**config.mk**
```make
export PLATFORM = sky130hd
export DESIGN_NAME = vu_meter_ctrl
export DESIGN_NICKNAME = d
export VERILOG_FILES = /design/src/rtl/vu_meter_pkg.sv /design/src/rtl/vu_pwm_channel.sv /design/src/rtl/vu_meter_ctrl.sv
export SDC_FILE = /design/constraint.sdc
export NUM_CORES = 1
export LEC_CHECK = 0
export BUFFER_PORTS_ARGS = -buffer_cell sky130_fd_sc_hd__buf_2
export CAP_MARGIN = 0
export CORE_MARGIN = 3
export CORE_UTILIZATION = 45
export DETAILED_ROUTE_END_ITERATION = 8
export SLEW_MARGIN = 40
export SYNTH_ARGS = -nofsm -noshare
export SYNTH_HDL_FRONTEND = slang
export SYNTH_SLANG_ARGS = --single-unit
```
**constraint.sdc**
```tcl
create_clock -name clk -period 4.8 [get_ports clk]
set_clock_uncertainty 0.15 [all_clocks]
set_input_delay 1.44 -clock clk [delete_from_list [all_inputs] [get_ports clk]]
set_output_delay 1.44 -clock clk [all_outputs]
set_load 0.005 [all_outputs]
```
**src/rtl/vu_meter_pkg.sv**
```systemverilog
// Shared types, constants and arithmetic helpers for the stereo VU-meter controller.
package vu_meter_pkg;

  typedef enum logic [1:0] {
    IDLE  = 2'd0,
    ACCUM = 2'd1,
    UPD_L = 2'd2,
    UPD_R = 2'd3
  } state_t;

  localparam int LEVEL_W    = 7;
  localparam int PWM_PERIOD = 128;

  // |x| of a signed 8-bit sample; -128 has no positive twin, so it saturates to 127.
  function automatic logic [LEVEL_W-1:0] rectify(input logic [7:0] x);
    if (x == 8'h80)
      rectify = 7'd127;
    else if (x[7])
      rectify = 7'(8'd0 - x);
    else
      rectify = x[6:0];
  endfunction

  // One attack/release step towards avg. The step is never larger than the
  // distance to avg, so the result cannot overshoot and stays in 0..127.
  function automatic logic [LEVEL_W-1:0] ballistic_step(
    input logic [LEVEL_W-1:0] level,
    input logic [LEVEL_W-1:0] avg,
    input int                 attack_shift,
    input int                 release_shift
  );
    logic [LEVEL_W-1:0] diff;
    logic [LEVEL_W-1:0] step;
    ballistic_step = level;
    diff = '0;
    step = '0;
    if (avg > level) begin
      diff = avg - level;
      step = diff >> attack_shift;
      if (step == '0) step = 7'd1;
      ballistic_step = level + step;
    end else if (avg < level) begin
      diff = level - avg;
      step = diff >> release_shift;
      if (step == '0) step = 7'd1;
      ballistic_step = level - step;
    end
  endfunction

endpackage

```
**src/rtl/vu_pwm_channel.sv**
```systemverilog
// One meter PWM channel: duty shadow reloaded at period wrap, compare, registered output.
module vu_pwm_channel
  import vu_meter_pkg::*;
(
  input  logic               clk,
  input  logic               rst,
  input  logic               load,
  input  logic [LEVEL_W-1:0] period_cnt,
  input  logic [LEVEL_W-1:0] level,
  output logic               pwm
);

  logic [LEVEL_W-1:0] duty;

  // Duty only changes on the wrap tick so a period is never cut short or stretched.
  always_ff @(posedge clk or posedge rst) begin
    if (rst) duty <= '0;
    else if (load) duty <= level;
  end

  // Registered compare keeps the meter pin glitch-free.
  always_ff @(posedge clk or posedge rst) begin
    if (rst) pwm <= 1'b0;
    else pwm <= (period_cnt < duty);
  end

endmodule

```
**src/rtl/vu_meter_ctrl.sv**
```systemverilog
// Stereo VU-meter controller: windowed averaging, shared ballistics, dual PWM drive.
module vu_meter_ctrl
  import vu_meter_pkg::*;
#(
  parameter int NUM_AVG       = 16,
  parameter int ATTACK_SHIFT  = 1,
  parameter int RELEASE_SHIFT = 3,
  parameter int PRESCALE      = 64
) (
  input  logic               clk,
  input  logic               rst,
  input  logic               audio_clk_enable,
  input  logic               audio_enable,
  input  logic [7:0]         l_audio_signal,
  input  logic [7:0]         r_audio_signal,
  output logic [LEVEL_W-1:0] l_level,
  output logic [LEVEL_W-1:0] r_level,
  output logic               level_stb,
  output logic               l_VU_pwm,
  output logic               r_VU_pwm
);

  localparam int AVG_SHIFT = $clog2(NUM_AVG);
  localparam int ACC_W     = LEVEL_W + AVG_SHIFT;
  localparam int PRE_W     = $clog2(PRESCALE);

  state_t               state, state_next;
  logic [AVG_SHIFT-1:0] count;
  logic [ACC_W-1:0]     l_acc, r_acc, l_sum, r_sum;
  logic [LEVEL_W-1:0]   l_avg, r_avg;
  logic [LEVEL_W-1:0]   bal_level, bal_avg, bal_next;
  logic                 final_sample;
  logic [PRE_W-1:0]     presc;
  logic [LEVEL_W-1:0]   period_cnt;
  logic                 tick, wrap;

  assign l_sum        = l_acc + ACC_W'(rectify(l_audio_signal));
  assign r_sum        = r_acc + ACC_W'(rectify(r_audio_signal));
  assign final_sample = (state == ACCUM) && audio_clk_enable &&
                        (count == AVG_SHIFT'(NUM_AVG - 1));

  // State register.
  always_ff @(posedge clk or posedge rst) begin
    if (rst) state <= IDLE;
    else state <= state_next;
  end

  // Next-state logic; a low enable overrides everything and parks the FSM in IDLE.
  always_comb begin
    state_next = state;
    if (!audio_enable) begin
      state_next = IDLE;
    end else begin
      case (state)
        IDLE:    state_next = ACCUM;
        ACCUM:   if (final_sample) state_next = UPD_L;
        UPD_L:   state_next = UPD_R;
        UPD_R:   state_next = ACCUM;
        default: state_next = IDLE;
      endcase
    end
  end

  // The single ballistics unit is steered to the channel being updated this cycle.
  always_comb begin
    bal_level = l_level;
    bal_avg   = l_avg;
    if (state == UPD_R) begin
      bal_level = r_level;
      bal_avg   = r_avg;
    end
    bal_next = ballistic_step(bal_level, bal_avg, ATTACK_SHIFT, RELEASE_SHIFT);
  end

  // Accumulate, close windows, and write levels; IDLE wipes the partial window and levels.
  always_ff @(posedge clk or posedge rst) begin
    if (rst) begin
      count     <= '0;
      l_acc     <= '0;
      r_acc     <= '0;
      l_avg     <= '0;
      r_avg     <= '0;
      l_level   <= '0;
      r_level   <= '0;
      level_stb <= 1'b0;
    end else if (!audio_enable || state == IDLE) begin
      count     <= '0;
      l_acc     <= '0;
      r_acc     <= '0;
      l_level   <= '0;
      r_level   <= '0;
      level_stb <= 1'b0;
    end else begin
      if (final_sample) begin
        l_avg <= l_sum[ACC_W-1:AVG_SHIFT];
        r_avg <= r_sum[ACC_W-1:AVG_SHIFT];
        l_acc <= '0;
        r_acc <= '0;
        count <= '0;
      end else if (audio_clk_enable) begin
        l_acc <= l_sum;
        r_acc <= r_sum;
        count <= count + AVG_SHIFT'(1);
      end
      if (state == UPD_L) l_level <= bal_next;
      if (state == UPD_R) r_level <= bal_next;
      level_stb <= (state == UPD_R);
    end
  end

  assign tick = (presc == PRE_W'(PRESCALE - 1));
  assign wrap = tick && (period_cnt == LEVEL_W'(PWM_PERIOD - 1));

  // Shared prescaler and period counter; only reset restarts their phase.
  always_ff @(posedge clk or posedge rst) begin
    if (rst) begin
      presc      <= '0;
      period_cnt <= '0;
    end else if (tick) begin
      presc      <= '0;
      period_cnt <= period_cnt + LEVEL_W'(1);
    end else begin
      presc <= presc + PRE_W'(1);
    end
  end

  vu_pwm_channel u_pwm_l (
    .clk        (clk),
    .rst        (rst),
    .load       (wrap),
    .period_cnt (period_cnt),
    .level      (l_level),
    .pwm        (l_VU_pwm)
  );

  vu_pwm_channel u_pwm_r (
    .clk        (clk),
    .rst        (rst),
    .load       (wrap),
    .period_cnt (period_cnt),
    .level      (r_level),
    .pwm        (r_VU_pwm)
  );

endmodule

```
==> out/results.txt, run 1 <==
Status -> completed
IO Port Bufs -> 36
Slew HR -> 0.508
Number of synthesized register bits -> 86
Die Height -> 121 um
GRT Overall Usage -> 0.180
Avg Cell Area, Syn -> 9.42 sq um
Post-synth EDFFs -> 0
Dpl cells -> 832
CTS Buffer Depth -> 2
Slowest library cell on the worst path -> or4b_1
Post-Route WL -> 12300 um
Top cells by instance count after synthesis -> 86 x dfrtp_1, 58 x ha_1, 57 x nand2_1, 46 x inv_1, 46 x o21ai_0
Cell Chain, Critical Path -> ha_2 > buf_4 > mux2i_1 > inv_1 > ha_1 > fa_1 > nor2b_1 > o31a_1 > a21oi_1 > or3_1 > o31ai_2 > ha_2 > a211oi_1 > or4b_1 > o31a_1 > a211oi_2 > a221oi_1 > a211oi_1
First-pass iteration count of the detailed router -> 4
Post-route setup TNS -> 0 ns
Register area share after synthesis -> 0.364
Ys async rst share -> 1.00
Top-level port count -> 37
Initial Util -> 0.465
Cell variety after synth -> 61
Cell with the most instances after synthesis -> dfrtp_1
Crit path capture type -> flip-flop
Max cap viols -> 0
Crit-path max cell delay -> 0.51 ns
WP data required -> 4.90 ns
Drc violations -> 0
Initial antenna violation count -> 0
Final hold violation count -> 0
Final Critical Period -> 4.50 ns
DRT antenna net count -> 0
CTS H-tree lvls -> 3
FP Rows -> 41
Top cells by area, synth -> dfrtp_1 36%, ha_1 12%, mux2_2 4.2%
Worst-Margin Slew -> 0.735 ns
Die area -> 0.0146 sq mm
CORE AREA -> 0.0127 sq mm
Synth warn -> 0
Worst Path Max Fanout -> 4
NumNets Final -> 755
Main flop type after synthesis -> dfrtp_1
HP Class -> reg -> reg
Clock Sinks -> 86
Fmax -> 222 MHz
Layout cells sized above 1 -> 0.168
Final setup violation count -> 0
CTS Hold Bufs -> 0
Hpwl dp -> 9520 um
Gpl congestion -> 0.878
Worst IR Drop VDD -> 0.000137 V
Crit path kind -> reg -> reg
First-pass GRT wire length -> 21200 um
Critical Path AT -> 4.60 ns
Critical Path Start Type -> flip-flop
CP Depth -> 18
Worst hold stages -> 2
Max-slew violations -> 0
First DRT Iteration DRCs -> 256
Synth top area share -> 0.364
Clk pin slew, worst setup/hold paths -> 0.06 ns
GRT overflow -> 0
ANT cells -> 0
Largest net degree at the start of global routing -> 42
Layout area overhead -> 12.9%
Clk Latency, worst-skew pair -> 0.35 ns
WL per Instance -> 14.5 um
CTS tree -> done
Vias in the first global route -> 4453
Fin crit share -> 0.937
R2R cell count -> 18
Post-Synthesis Cells -> 628
Critical path's top delay family -> compound AO/OA/AOI/OAI gates
Lkg Pwr -> 3.21 nW
Final cell count without fillers -> 849
Total number of vias -> 4480
P per Cell Area -> 278 mW/mm^2
Tot Pwr -> 1.86 mW
Cell taking the most area after synthesis -> dfrtp_1
Clock root buffer -> clkbuf_16
Synthesized cell area -> 0.00592 sq mm
Post-Syn Nets -> 711
DR vias/cell -> 5.28
Die X -> 121 um
CTS buffer count -> 9
Buf/Inv on CP -> 2
## power by group
part           internal [mW]  switching [mW]  total (mW)
clock network          0.401           0.280       0.681
registers              0.745          0.0200       0.765
logic                  0.175           0.238       0.413
total                   1.32           0.538        1.86
## cell type report
cell class                 count  area, sq um
multi-input combinational    475         3530
timing repair buffer          54          315
sequential                    86         2150
inverter                      46          174
clock inverter                 6         62.6
clock buffer                  10          229
tap                          172          215
fill                        1200         6040
## per-stage QoR
step                setup WS (ns)  hold slack, ns  area [sq um]   util
global route             -0.00100           0.357          6680  0.525
CTS                         0.118           0.340          6640  0.522
finish                      0.301           0.332          6680  0.525
floorplan                   0.306           0.292          5920      -
detailed placement         0.0118           0.325          6350  0.499
global placement            0.128           0.310          6340  0.498
## per-layer routing
layer / vias to the layer above / GRT usage / routed length [um]
li1: 2290 / - / -
met1: 2131 / 0.240 / 5970
met2: 51 / 0.301 / 5790
met3: 8 / 0.0393 / 393
met4: 0 / 0.0418 / 115
met5: - / 0 / 0
## flip-flops by register name, indices dropped and copies added (netlist names), 6 cells and up
signal        flops
r_level           7
r_acc            11
u_pwm_r.duty      7
l_level           7
u_pwm_l.duty      7
presc             6
l_acc            11
period_cnt        7
l_avg             7
r_avg             7
## worst reg2reg max path, delay by kind of cell (launching register included)
| family | cells | cell delay, ns |
|---|---|---|
| buf+inv | 2 | 0.23 |
| flops | 1 | 0.39 |
| mux | 1 | 0.23 |
| fa+ha+maj | 4 | 1.08 |
| compound gates | 8 | 1.30 |
| simple gates | 3 | 1.04 |
## cells in the final DEF (no fill, tap or decap), drive strengths merged, types with 19 or more instances in the layout
cell and instances:
dfrtp 86, ha 58, buf 54, mux2 23, nand2 58, inv 45, nor2 39, a211oi 20
nand3 19, o21ai 47, xor2 19, a21oi 27, mux2i 19, xnor2 26
## cell families (layout without fill, tap and decap cells)
kind of cell / Yosys count / in the layout / synth area share
and+or+nand+nor: 181 / 181 / 0.154
AOI/OAI and AO/OA: 144 / 144 / 0.155
DFF: 86 / 86 / 0.364
buffers and inverters: 67 / 116 / 0.0448
adders and majority gates: 63 / 63 / 0.140
xor gates and xnor gates: 45 / 45 / 0.0666
muxes: 42 / 42 / 0.0759
## timing repair
action | 4_1_cts | 5_1_grt
setup buffers | 0 | 1
resized for setup | 0 | 13
setup endpoints to repair | 0 | 8
## final timing paths
check                      startpoint         end  slack, ns
setup / recovery             state[1]  r_level[5]       0.30
hold / removal               l_avg[4]    l_avg[4]       0.33
setup reg to reg             state[1]  r_level[5]       0.30
hold reg to reg              l_avg[4]    l_avg[4]       0.33
max in group asynchronous         rst  r_level[1]       2.75
min in group asynchronous         rst    r_acc[6]       0.91
No activity file was read; power rests on OpenSTA's default activity.
==> run 2: changes to the inputs <==
- BUFFER_PORTS_ARGS: -buffer_cell sky130_fd_sc_hd__buf_2 -> -buffer_cell sky130_fd_sc_hd__buf_4
- CORE_MARGIN: 3 -> 2
==> run 2 against run 1 <==
Critical path depth up 1. Worst setup slack better by 0.025 ns. Total power increased by 5.8%. Utilization rose by 1.1 points. Sequential share of layout area is 0.69 points lower. Critical path type unchanged. Sequential cell count did not move. Critical endpoint is now l_level[5]. Final cell count decreased by 0.24%. Clock power grew 15%. Largest cell class unchanged. Final area grew 2.2%. Clock-buffer cell count fell by 1. Sequential power about the same. Fmax increased by 0.55%.
==> out/results.txt, run 2 (synthesis results as in run 1) <==
GRT Overall Usage -> 0.191
Most common cell after layout, fill and taps aside -> dfrtp_1
Worst IR Drop VDD -> 0.000123 V
First-pass GRT wire length -> 22000 um
Hpwl dp -> 9720 um
Lkg Pwr -> 3.25 nW
Fmax -> 223 MHz
Clk pin slew, worst setup/hold paths -> 0.06 ns
Post-Route WL -> 12400 um
Fin crit share -> 0.932
RSZ-0062 raised after global routing -> no
Largest net degree at the start of global routing -> 34
IO Port Bufs -> 36
Final Critical Period -> 4.47 ns
Vias in the first global route -> 4646
Die area -> 0.0141 sq mm
NumNets Final -> 754
Die Height -> 119 um
FILL cells -> 1188
Post-Route Utilization -> 0.536
DRT antenna net count -> 0
First DRT Iteration DRCs -> 235
Top flop regs -> l_acc: 11 flops, r_acc: 11 flops
CTS Buffer Depth -> 2
Final setup violation count -> 0
Status -> completed
Dpl cell area -> 0.00644 sq mm
CORE AREA -> 0.0127 sq mm
Slew HR -> 0.535
Post-route setup TNS -> 0 ns
CTS tree -> done
Worst-Margin Slew -> 0.696 ns
ANT cells -> 0
Clk Latency, worst-skew pair -> 0.34 ns
WL per Instance -> 14.7 um
Initial Util -> 0.465
P per Cell Area -> 288 mW/mm^2
Gpl congestion -> 0.864
DR vias/cell -> 5.34
Tot Pwr -> 1.97 mW
Final instance area -> 0.00683 sq mm
Crit path capture type -> flip-flop
Clock Sinks -> 86
Top-level port count -> 37
Worst Path Max Fanout -> 9
Hold Path Origin -> r_avg[6]
Layout cells sized above 1 -> 0.167
Total number of vias -> 4527
Final hold violation count -> 0
Drc violations -> 0
Crit path launch -> state[1]
First-pass iteration count of the detailed router -> 4
WP data required -> 4.90 ns
Initial antenna violation count -> 0
Die X -> 119 um
Layout area overhead -> 15.4%
Clock root buffer -> clkbuf_16
Max cap viols -> 0
FF-to-FF Start -> state[1]
Multi-input logic area -> 0.00355 sq mm
FP Rows -> 41
Critical Path AT -> 4.58 ns
CTS H-tree lvls -> 3
GRT overflow -> 0
Most frequent cells in the layout -> 86 x dfrtp_1, 57 x nand2_1, 55 x ha_1
Reg area -> 0.00215 sq mm
HP Class -> reg -> reg
CTS buffer count -> 9
Max-slew violations -> 0
Crit path kind -> reg -> reg
Critical Path Start Type -> flip-flop
-- run 2: power by group --
| part | leakage, nW | internal (mW) | switching, mW |
|---|---|---|---|
| clock | 0.166 | 0.505 | 0.281 |
| combinational | 1.91 | 0.180 | 0.235 |
| sequential | 1.18 | 0.745 | 0.0207 |
-- run 2: path summary, 6_finish.rpt --
check                                   to  slack, ns  depth (start not counted)
min in group asynchronous         l_acc[7]       1.00                          2
max                             l_level[5]       0.33                         19
min reg2reg                       r_avg[6]       0.33                          2
max in group asynchronous  u_pwm_r.duty[6]       2.72                          3
min                               r_avg[6]       0.33                          2
max reg2reg                     l_level[5]       0.33                         19
-- run 2: final cells by class --
cell class	count	share of cell area
clock buffers	9	0.0330
clock inverters	6	0.0159
repair buffers	53	0.0588
flip-flops and latches	86	0.315
inverters	46	0.0255
multi-input cells	475	0.520
well taps	172	0.0315
-- run 2: metrics by stage --
step,setup WS [ns],instances,hold WS (ns)
floorplan,0.306,628,0.292
CTS,0.120,847,0.334
finish,0.325,847,0.331
detailed placement,0.0359,832,0.324
global placement,0.114,832,0.312
global route,0.0142,847,0.361
-- run 2: repair_timing --
action                     CTS  global route
hold buffers                 0             0
setup endpoints to repair    0             8
setup buffers                0             0
resized for setup            0            14
-- run 2: critical path, stage by stage (launching register included) --
cell and delay [ns]:
dfrtp_1 0.43, ha_4 0.19, buf_6 0.15, mux2_2 0.36, inv_1 0.06, ha_1 0.17
fa_2 0.22, nor2b_1 0.06, o31a_1 0.33, o21a_1 0.17, nor2_1 0.11, xnor2_1 0.12
o31ai_2 0.28, ha_2 0.24, a211oi_1 0.09, or4b_1 0.51, o31a_1 0.13, a211oi_2 0.24
a221oi_1 0.12, a211oi_1 0.25
-- run 2: routing by layer --
metal,part of all wire,track usage,routed length [um]
met5,0,0,0
met4,0.0077,0.0402,96
met3,0.032,0.0410,395
met2,0.50,0.334,6200
met1,0.46,0.243,5730
